==> src/rtl/spi_mem_loader.sv <==
// spi_mem_loader: SPI-slave (mode 0) program loader for the instruction and data memories.
//
// A frame is a 16-bit header {W/Rn, I/Dn, rsvd, addr[12:8], addr[7:0]} followed by any
// number of 16-bit words. Write frames store each word at an auto-incrementing address.
// Read frames stream memory contents out on miso. The loader only acts while start = 0.
//
// Optional feature macro: SPI_LOADER_READBACK_EN (read frames). When it is undefined,
// read frames are swallowed by a sink state and miso is tied to 0.
//
// Ports:
//   clk, reset          system clock, asynchronous active-low reset
//   start               processor run flag; 1 forces idle and blocks strobes
//   sck, cs_n, mosi     SPI inputs, asynchronous to clk
//   miso                SPI data out, MSB first
//   instrw_en/dataw_en  one-cycle write strobes
//   instr_mem_addr      13-bit instruction memory address
//   data_mem_addr       8-bit data memory address
//   mem_write_data      shared write data
//   instr/data_read_data memory read data (RD_LAT cycles after address)
//   busy                frame in progress
module spi_mem_loader #(
    parameter int unsigned RD_LAT = 1
) (
    input  logic        clk,
    input  logic        reset,
    input  logic        start,
    input  logic        sck,
    input  logic        cs_n,
    input  logic        mosi,
    output logic        miso,
    output logic        instrw_en,
    output logic        dataw_en,
    output logic [12:0] instr_mem_addr,
    output logic [7:0]  data_mem_addr,
    output logic [15:0] mem_write_data,
    input  logic [15:0] instr,
    input  logic [15:0] data_read_data,
    output logic        busy
);

    typedef enum logic [2:0] {
        StIdle,
        StHdr,
        StWdata,
        StRfetch,
        StRdata,
        StSink
    } state_e;

    state_e state_q, state_d;

    // Two-flop synchronisers; cs_n resets to its inactive level.
    logic [1:0] sck_sync_q, cs_sync_q, mosi_sync_q;
    logic       sck_prev_q;
    logic       sck_s, cs_s, mosi_s, sck_rise;

    logic [15:0] shift_q, shift_d, shift_in;
    logic [3:0]  bit_cnt_q, bit_cnt_d;
    logic        isel_q, isel_d;
    logic [12:0] instr_addr_q, instr_addr_d;
    logic [7:0]  data_addr_q, data_addr_d;
    logic [15:0] wdata_q, wdata_d;
    logic        instrw_q, instrw_d, dataw_q, dataw_d;

`ifdef SPI_LOADER_READBACK_EN
    logic [1:0] lat_cnt_q, lat_cnt_d;
    logic       sck_fall;
`endif

    always_ff @(posedge clk or negedge reset) begin
        if (!reset) begin
            sck_sync_q  <= 2'b00;
            cs_sync_q   <= 2'b11;
            mosi_sync_q <= 2'b00;
            sck_prev_q  <= 1'b0;
        end else begin
            sck_sync_q  <= {sck_sync_q[0], sck};
            cs_sync_q   <= {cs_sync_q[0], cs_n};
            mosi_sync_q <= {mosi_sync_q[0], mosi};
            sck_prev_q  <= sck_sync_q[1];
        end
    end

    assign sck_s    = sck_sync_q[1];
    assign cs_s     = cs_sync_q[1];
    assign mosi_s   = mosi_sync_q[1];
    assign sck_rise = sck_s & ~sck_prev_q;
`ifdef SPI_LOADER_READBACK_EN
    assign sck_fall = ~sck_s & sck_prev_q;
`endif

    always_ff @(posedge clk or negedge reset) begin
        if (!reset) begin
            state_q      <= StIdle;
            shift_q      <= 16'h0000;
            bit_cnt_q    <= 4'd0;
            isel_q       <= 1'b0;
            instr_addr_q <= 13'h0000;
            data_addr_q  <= 8'h00;
            wdata_q      <= 16'h0000;
            instrw_q     <= 1'b0;
            dataw_q      <= 1'b0;
`ifdef SPI_LOADER_READBACK_EN
            lat_cnt_q    <= 2'd0;
`endif
        end else begin
            state_q      <= state_d;
            shift_q      <= shift_d;
            bit_cnt_q    <= bit_cnt_d;
            isel_q       <= isel_d;
            instr_addr_q <= instr_addr_d;
            data_addr_q  <= data_addr_d;
            wdata_q      <= wdata_d;
            instrw_q     <= instrw_d;
            dataw_q      <= dataw_d;
`ifdef SPI_LOADER_READBACK_EN
            lat_cnt_q    <= lat_cnt_d;
`endif
        end
    end

    always_comb begin
        state_d      = state_q;
        shift_d      = shift_q;
        bit_cnt_d    = bit_cnt_q;
        isel_d       = isel_q;
        instr_addr_d = instr_addr_q;
        data_addr_d  = data_addr_q;
        wdata_d      = wdata_q;
        instrw_d     = 1'b0;
        dataw_d      = 1'b0;
        shift_in     = {shift_q[14:0], mosi_s};
`ifdef SPI_LOADER_READBACK_EN
        lat_cnt_d    = lat_cnt_q;
`endif

        // Address advances in the cycle after a strobe that actually reached the memory,
        // independent of state so a strobe racing an abort still counts.
        if (instrw_q && !start) begin
            instr_addr_d = instr_addr_q + 13'd1;
        end
        if (dataw_q && !start) begin
            data_addr_d = data_addr_q + 8'd1;
        end

        unique case (state_q)
            StIdle: begin
                if (!cs_s && !start) begin
                    state_d   = StHdr;
                    bit_cnt_d = 4'd0;
                end
            end
            StHdr: begin
                if (sck_rise) begin
                    shift_d   = shift_in;
                    bit_cnt_d = bit_cnt_q + 4'd1;
                    if (bit_cnt_q == 4'd15) begin
                        isel_d = shift_in[14];
                        // Only the selected memory's address is loaded; the other holds.
                        if (shift_in[14]) begin
                            instr_addr_d = shift_in[12:0];
                        end else begin
                            data_addr_d = shift_in[7:0];
                        end
                        if (shift_in[15]) begin
                            state_d = StWdata;
                        end else begin
`ifdef SPI_LOADER_READBACK_EN
                            state_d   = StRfetch;
                            lat_cnt_d = 2'd0;
`else
                            state_d = StSink;
`endif
                        end
                    end
                end
            end
            StWdata: begin
                if (sck_rise) begin
                    shift_d   = shift_in;
                    bit_cnt_d = bit_cnt_q + 4'd1;
                    if (bit_cnt_q == 4'd15) begin
                        wdata_d  = shift_in;
                        instrw_d = isel_q & ~start;
                        dataw_d  = ~isel_q & ~start;
                    end
                end
            end
`ifdef SPI_LOADER_READBACK_EN
            StRfetch: begin
                // Address was presented on entry; data is valid RD_LAT cycles later.
                if (lat_cnt_q == RD_LAT[1:0]) begin
                    shift_d   = isel_q ? instr : data_read_data;
                    bit_cnt_d = 4'd0;
                    state_d   = StRdata;
                end else begin
                    lat_cnt_d = lat_cnt_q + 2'd1;
                end
            end
            StRdata: begin
                // The fall that trails the previous word's last rise must not shift out
                // the freshly loaded MSB, so shifting starts after the first rise.
                if (sck_fall && bit_cnt_q != 4'd0) begin
                    shift_d = {shift_q[14:0], 1'b0};
                end
                if (sck_rise) begin
                    bit_cnt_d = bit_cnt_q + 4'd1;
                    if (bit_cnt_q == 4'd15) begin
                        if (isel_q) begin
                            instr_addr_d = instr_addr_q + 13'd1;
                        end else begin
                            data_addr_d = data_addr_q + 8'd1;
                        end
                        state_d   = StRfetch;
                        lat_cnt_d = 2'd0;
                    end
                end
            end
`endif
            StSink: begin
                state_d = StSink;
            end
            default: begin
                state_d = StIdle;
            end
        endcase

        // Chip-select release or processor start aborts any frame.
        if (state_q != StIdle && (cs_s || start)) begin
            state_d = StIdle;
        end
    end

    assign instrw_en      = instrw_q & ~start;
    assign dataw_en       = dataw_q & ~start;
    assign instr_mem_addr = instr_addr_q;
    assign data_mem_addr  = data_addr_q;
    assign mem_write_data = wdata_q;
    assign busy           = (state_q != StIdle);

`ifdef SPI_LOADER_READBACK_EN
    assign miso = (state_q == StRdata) ? shift_q[15] : 1'b0;
`else
    logic unused_rd;
    assign unused_rd = ^{instr, data_read_data, RD_LAT[1:0]};
    assign miso      = 1'b0;
`endif

endmodule

==> config.mk <==
export PLATFORM = sky130hd
export DESIGN_NAME = spi_mem_loader
export DESIGN_NICKNAME = d
export VERILOG_FILES = /design/src/rtl/spi_mem_loader.sv
export SDC_FILE = /design/constraint.sdc
export NUM_CORES = 1
export LEC_CHECK = 0
export CORE_MARGIN = 2
export CORE_UTILIZATION = 40
export DETAILED_ROUTE_END_ITERATION = 12
export GPL_TIMING_DRIVEN = 0
export HOLD_SLACK_MARGIN = 0.08
export PLACE_DENSITY = 0.65
export SLEW_MARGIN = 30
export SYNTH_ARGS = -nofsm -noshare
export SYNTH_HDL_FRONTEND = slang
export SYNTH_SLANG_ARGS = --single-unit
==> constraint.sdc <==
create_clock -name clk -period 5.8 [get_ports clk]
set_clock_uncertainty 0.2 [all_clocks]
set_input_delay 0.87 -clock clk [delete_from_list [all_inputs] [get_ports clk]]
set_output_delay 0.87 -clock clk [all_outputs]
set_load 0.01 [all_outputs]
# Word level (Yosys, flattened, before mapping)
# Index checks and enable logic that the tools add are counted.
# classes
add_sub_neg	3
n_eq_ne	10
n_mux	25
bitwise_logic	8
reduce_logical	16
# op_table
operator	n
13-bit 2-to-1 mux	5
8-bit 2-to-1 mux	5
3-bit 2-to-1 mux	5
13-bit by 1-bit adder with 13-bit output (second input constant)	1
3-bit case mux with 4 select lines	1
3-bit != test (second input constant)	3
3-bit AND reduction	3
8-bit by 1-bit adder with 8-bit output (second input constant)	1
4-bit 2-to-1 mux	2
4-bit case mux with 2 select lines	1
1-bit 2-to-1 mux	6
1-bit bitwise AND	5
4-bit by 1-bit adder with 4-bit output (second input constant)	1
4-bit equality test (second input constant)	1
1-bit logical AND	4
2-bit != test (second input constant)	2
4-bit AND reduction	1
3-bit by 1-bit equality test with 1-bit output (second input constant)	1
3-bit by 2-bit equality test with 1-bit output (second input constant)	1
3-bit equality test (second input constant)	1
3-bit zero test	1
1-bit inverter	3
3-bit nonzero test	1
1-bit zero test	2
other kinds (5)	5
# totals
regBits	69
inputBits	38
out_inout_bits	41
elab_cells	75

# Longest topological paths before layout
# depth
depth_word	7
mapped_depth	7

# Worst setup path before layout
# Ideal clock, no wire load.
# synth_path
path_kind	input to output
start	input port start
end	output port dataw_en
arrival_ns	1.416
required_ns	4.730
setup_slack_ns	3.314
cell_stages	3
path_buffers	2
cell_sequence	clkbuf_1 -> nor2b_1 -> clkbuf_1
# synth_via
elab_chain_len	2
# synth_lines
element	line	rtl
start, declared	26	input logic start,
1-bit inverter	235	assign dataw_en = dataw_q & ~start;
1-bit bitwise AND	235	
end, declared	32	output logic dataw_en,
# No other way between the ends.

# Worst setup path in the final report
# Same ends and word-level chain as after synthesis.

==> impl_metrics.env <==
export IMPL_finish_cell_count_without_fillers=415
export IMPL_transition_at_the_pin_with_the_smallest_max_transition_slack_ns=0.640
export IMPL_timing_hold_worst_start="mosi_sync_q[0]"
export IMPL_critical_path_startpoint_category="input port"
export IMPL_start_util=0.416
export IMPL_synth_net_count=296
export IMPL_setup_tns_after_final_layout_ns=0
export IMPL_timing_worst_setup_path_type="input port to output port"
export IMPL_fin_nets=352
export IMPL_slowest_stage="clkdlybuf4s50_1"
export IMPL_cts_inserted_buffers=9
export IMPL_timing_hold_worst_path_depth=0
export IMPL_die_area_um2=8340
export IMPL_die_height_um=91.3
export IMPL_timing_hold_worst_class="flop to flop"
export IMPL_netlist_instances=255
export IMPL_finalWorstPathRequiredPeriod_ns=3.18
export IMPL_drc=0
export IMPL_dr_total_vias=2059
export IMPL_synth_yosys_warnings=0
export IMPL_cts_post_setup_buffers_inserted=0
export IMPL_grt_pass1_vias=1983
export IMPL_place_detailed_instances=399
export IMPL_synth_top_cells_by_area="dfrtp_1 55%, mux2_2 7.4%, mux2_4 4.9%"
export IMPL_timing_final_hold_violations=0
export IMPL_power_density_nw_per_um2=276
export IMPL_timing_critical_path_arrival_ns=2.11
export IMPL_ff2ff_path_depth=5
export IMPL_grt_first_pass_wirelength_um=10100
export IMPL_worst_path_max_fanout=10
export IMPL_postSynth_asyncResetShare=1.00
export IMPL_detailed_place_hpwl_um=4190
export IMPL_placementRows=31
export IMPL_worst_flop_to_flop_path_endpoint="data_mem_addr[5]"
export IMPL_drt_wl_total_um=5990
export IMPL_run_status="completed"
export IMPL_power_leakage_uw=0.00171
export IMPL_cap_violations=0
export IMPL_area_delta_synth_final_pct=27.4
export IMPL_regToRegStartpoint="bit_cnt_q[0]"
export IMPL_cts_repair_resize_count=0
export IMPL_timing_critical_path_buf_inv=3
export IMPL_clkSlewWorstSetupHoldPaths_ns=0.07
export IMPL_family_of_cells_with_the_greatest_summed_delay_on_the_critical_path="buffers and inverters"
export IMPL_synthesis_area_um2=3050
export IMPL_vdd_drop_max_mv=0.170
export IMPL_required_ns=4.73
export IMPL_finalWeightedCongestion=0.794
export IMPL_crit_path_cell_trace="clkbuf_1 -> nor2b_1 -> clkbuf_1 -> clkdlybuf4s50_1"
export IMPL_wire_per_inst_um=14.4
export IMPL_insertion_delay_ns=0.34
export IMPL_drt_iter0_markers=91
export IMPL_finalSetupViolCount=0
export IMPL_grt_max_degree=51
export IMPL_yosys_register_bits=69
export IMPL_global_route_usage_total=0.155
export IMPL_timing_max_slew_rel_slack=0.570
export IMPL_synth_enable_flop_cells=0
export IMPL_n_antenna_cell=0
export IMPL_grt_remaining_overflow=0
export IMPL_h_tree_depth=3
export IMPL_tritoncts_clock_tree="done"
export IMPL_r2r_setup_slack_ns=3.61
export IMPL_timing_final_crit_share=0.549
export IMPL_max_stage_delay_ns=0.60
export IMPL_drive_gt1_frac=0.196
export IMPL_hold_path_end="mosi_sync_q[1]"
export IMPL_rsz0062_at_grt="false"
export IMPL_vias_per_cell=4.96
export IMPL_synthFlopType="dfrtp_1"
export IMPL_yosys_area_top_type="dfrtp_1"
export IMPL_worstSetupEndpointType="output port"
export IMPL_synth_area_per_cell_um2=12.0
export IMPL_achievable_clock_frequency_mhz=314
export IMPL_filler_cell_count=631
export IMPL_ios=79
export IMPL_total_clock_sinks=69
export IMPL_antenna_found_initial=0
export IMPL_synth_cell_type_count=43
export IMPL_ctsHoldBuffers=0
export IMPL_clk_root_buffer_cell="clkbuf_8"
export IMPL_final_antenna_net_count=0
export IMPL_io_buffers=44
export IMPL_drt_pass1_iterations=4
export IMPL_die_width_um=91.3
export IMPL_report_final_slew_viol_count=0
export IMPL_longest_clk_path_bufs=2
export IMPL_ys_seq_area_frac=0.567
export IMPL_netlist_area_leader_share=0.549
export IMPL_placeableCoreArea_um2=7330
export IMPL_cpMostUsedCell="clkbuf_1"
[layer usage]
| layer | vias up | part of all wire | global-route usage |
|---|---|---|---|
| li1 | 996 | - | - |
| met1 | 1024 | 0.49 | 0.216 |
| met2 | 37 | 0.48 | 0.238 |
| met3 | 2 | 0.034 | 0.0490 |
| met4 | 0 | 0.0020 | 0.0341 |
| met5 | - | 0 | 0 |
[cells in the final DEF (no fill, tap or decap), drive strengths merged, types with 2 or more instances in the layout]
master	instances
nand2	18
mux2i	2
inv	6
nand3b	3
nand3	6
clkinvlp	2
clkdlybuf4s50	43
nand2b	3
nor2	17
a21oi	14
dfrtp	67
nand4b	2
and3	2
clkbuf	15
xor2	10
or3	4
o21ai	10
nor2b	2
nand4	7
mux2	30
nor4	6
dfstp	2
nor3	6
ha	3
bufinv	3
buf	9
xnor2	11
[worst max-delay path by stage]
stage	slack [ns]	startpoint	endpoint	cells after the start
6_report	2.62	start	dataw_en	4
3_5_place_dp	2.62	start	dataw_en	4
2_1_floorplan	3.31	start	dataw_en	3
5_1_grt	2.52	start	dataw_en	4
3_3_place_gp	1.33	reset	mem_write_data[10]	1
4_1_cts	2.61	start	dataw_en	4
[report_power, final]
part	internal [uW]	switching, uW
clock	288	193
sequential	503	32.2
combinational	29.5	26.0
total	821	251
[synth_stat cells (2+ instances only)]
master    number
mux2i_1        2
nand4b_1       2
o21ai_0       10
nand4_1        7
nand2_1       17
nor2_1        17
nand3_1        6
nor4_1         5
or3_1          3
dfstp_2        2
xor2_1        10
xnor2_1       11
nand3b_1       3
mux2_4        10
and3_1         2
a21oi_1       14
inv_1          5
nor3_1         6
dfrtp_1       67
nand2b_1       3
nor2b_1        2
ha_1           3
clkbuf_1       6
mux2_2        20
buf_2          4
[registers in the layout (all words and copies together) (netlist names)]
register and flops:
cs_sync_q 2, instr_mem_addr 13, state_q 3, isel_q 1, sck_sync_q 2, data_mem_addr 8
sck_prev_q 1, instrw_q 1, mem_write_data 16, dataw_q 1, mosi_sync_q 2, bit_cnt_q 4
shift_q 15
[worst register-to-register path: stages (launching register included)]
cell and delay [ns]:
dfrtp_1 0.38, ha_1 0.21, nand4b_1 0.17, nor4_2 0.52, clkbuf_1 0.42, o21ai_0 0.16
[kinds of logic (layout without fill, tap and decap cells)]
| logic type | Yosys count | in the layout | synth area share |
|---|---|---|---|
| xor gates and xnor gates | 21 | 21 | 0.0603 |
| other | 1 | 1 | 0.00123 |
| buffers and inverters | 18 | 79 | 0.0328 |
| muxes | 32 | 32 | 0.130 |
| adders and majority gates | 3 | 3 | 0.0123 |
| DFF | 69 | 69 | 0.567 |
| AOI/OAI and AO/OA | 30 | 30 | 0.0558 |
| and+or+nand+nor | 81 | 81 | 0.141 |
[cell type report]
class / instances / area (um^2) / area share
plain buffers: 13 / 81.3 / 0.0209
clock buffers: 9 / 124 / 0.0319
clock inverters: 7 / 123 / 0.0315
inverters: 5 / 18.8 / 0.00483
multi-input cells: 168 / 1220 / 0.314
flip-flops and latches: 69 / 1730 / 0.445
well taps: 99 / 124 / 0.0319
repair buffers: 45 / 465 / 0.120
[stage by stage]
stage	power (uW)	worst slack (ns)	hold WS (ns)	util	cell area [um^2]
final	1070	2.62	0.152	0.530	3890
after global routing	1120	2.52	0.163	0.530	3890
after detailed placement	600	2.62	0.137	0.497	3640
after global placement	596	1.33	0.133	0.493	3620
after floorplan	562	3.31	0.131	-	3050
after CTS	1080	2.61	0.153	0.530	3890
Power figures use the tool's default switching activity.
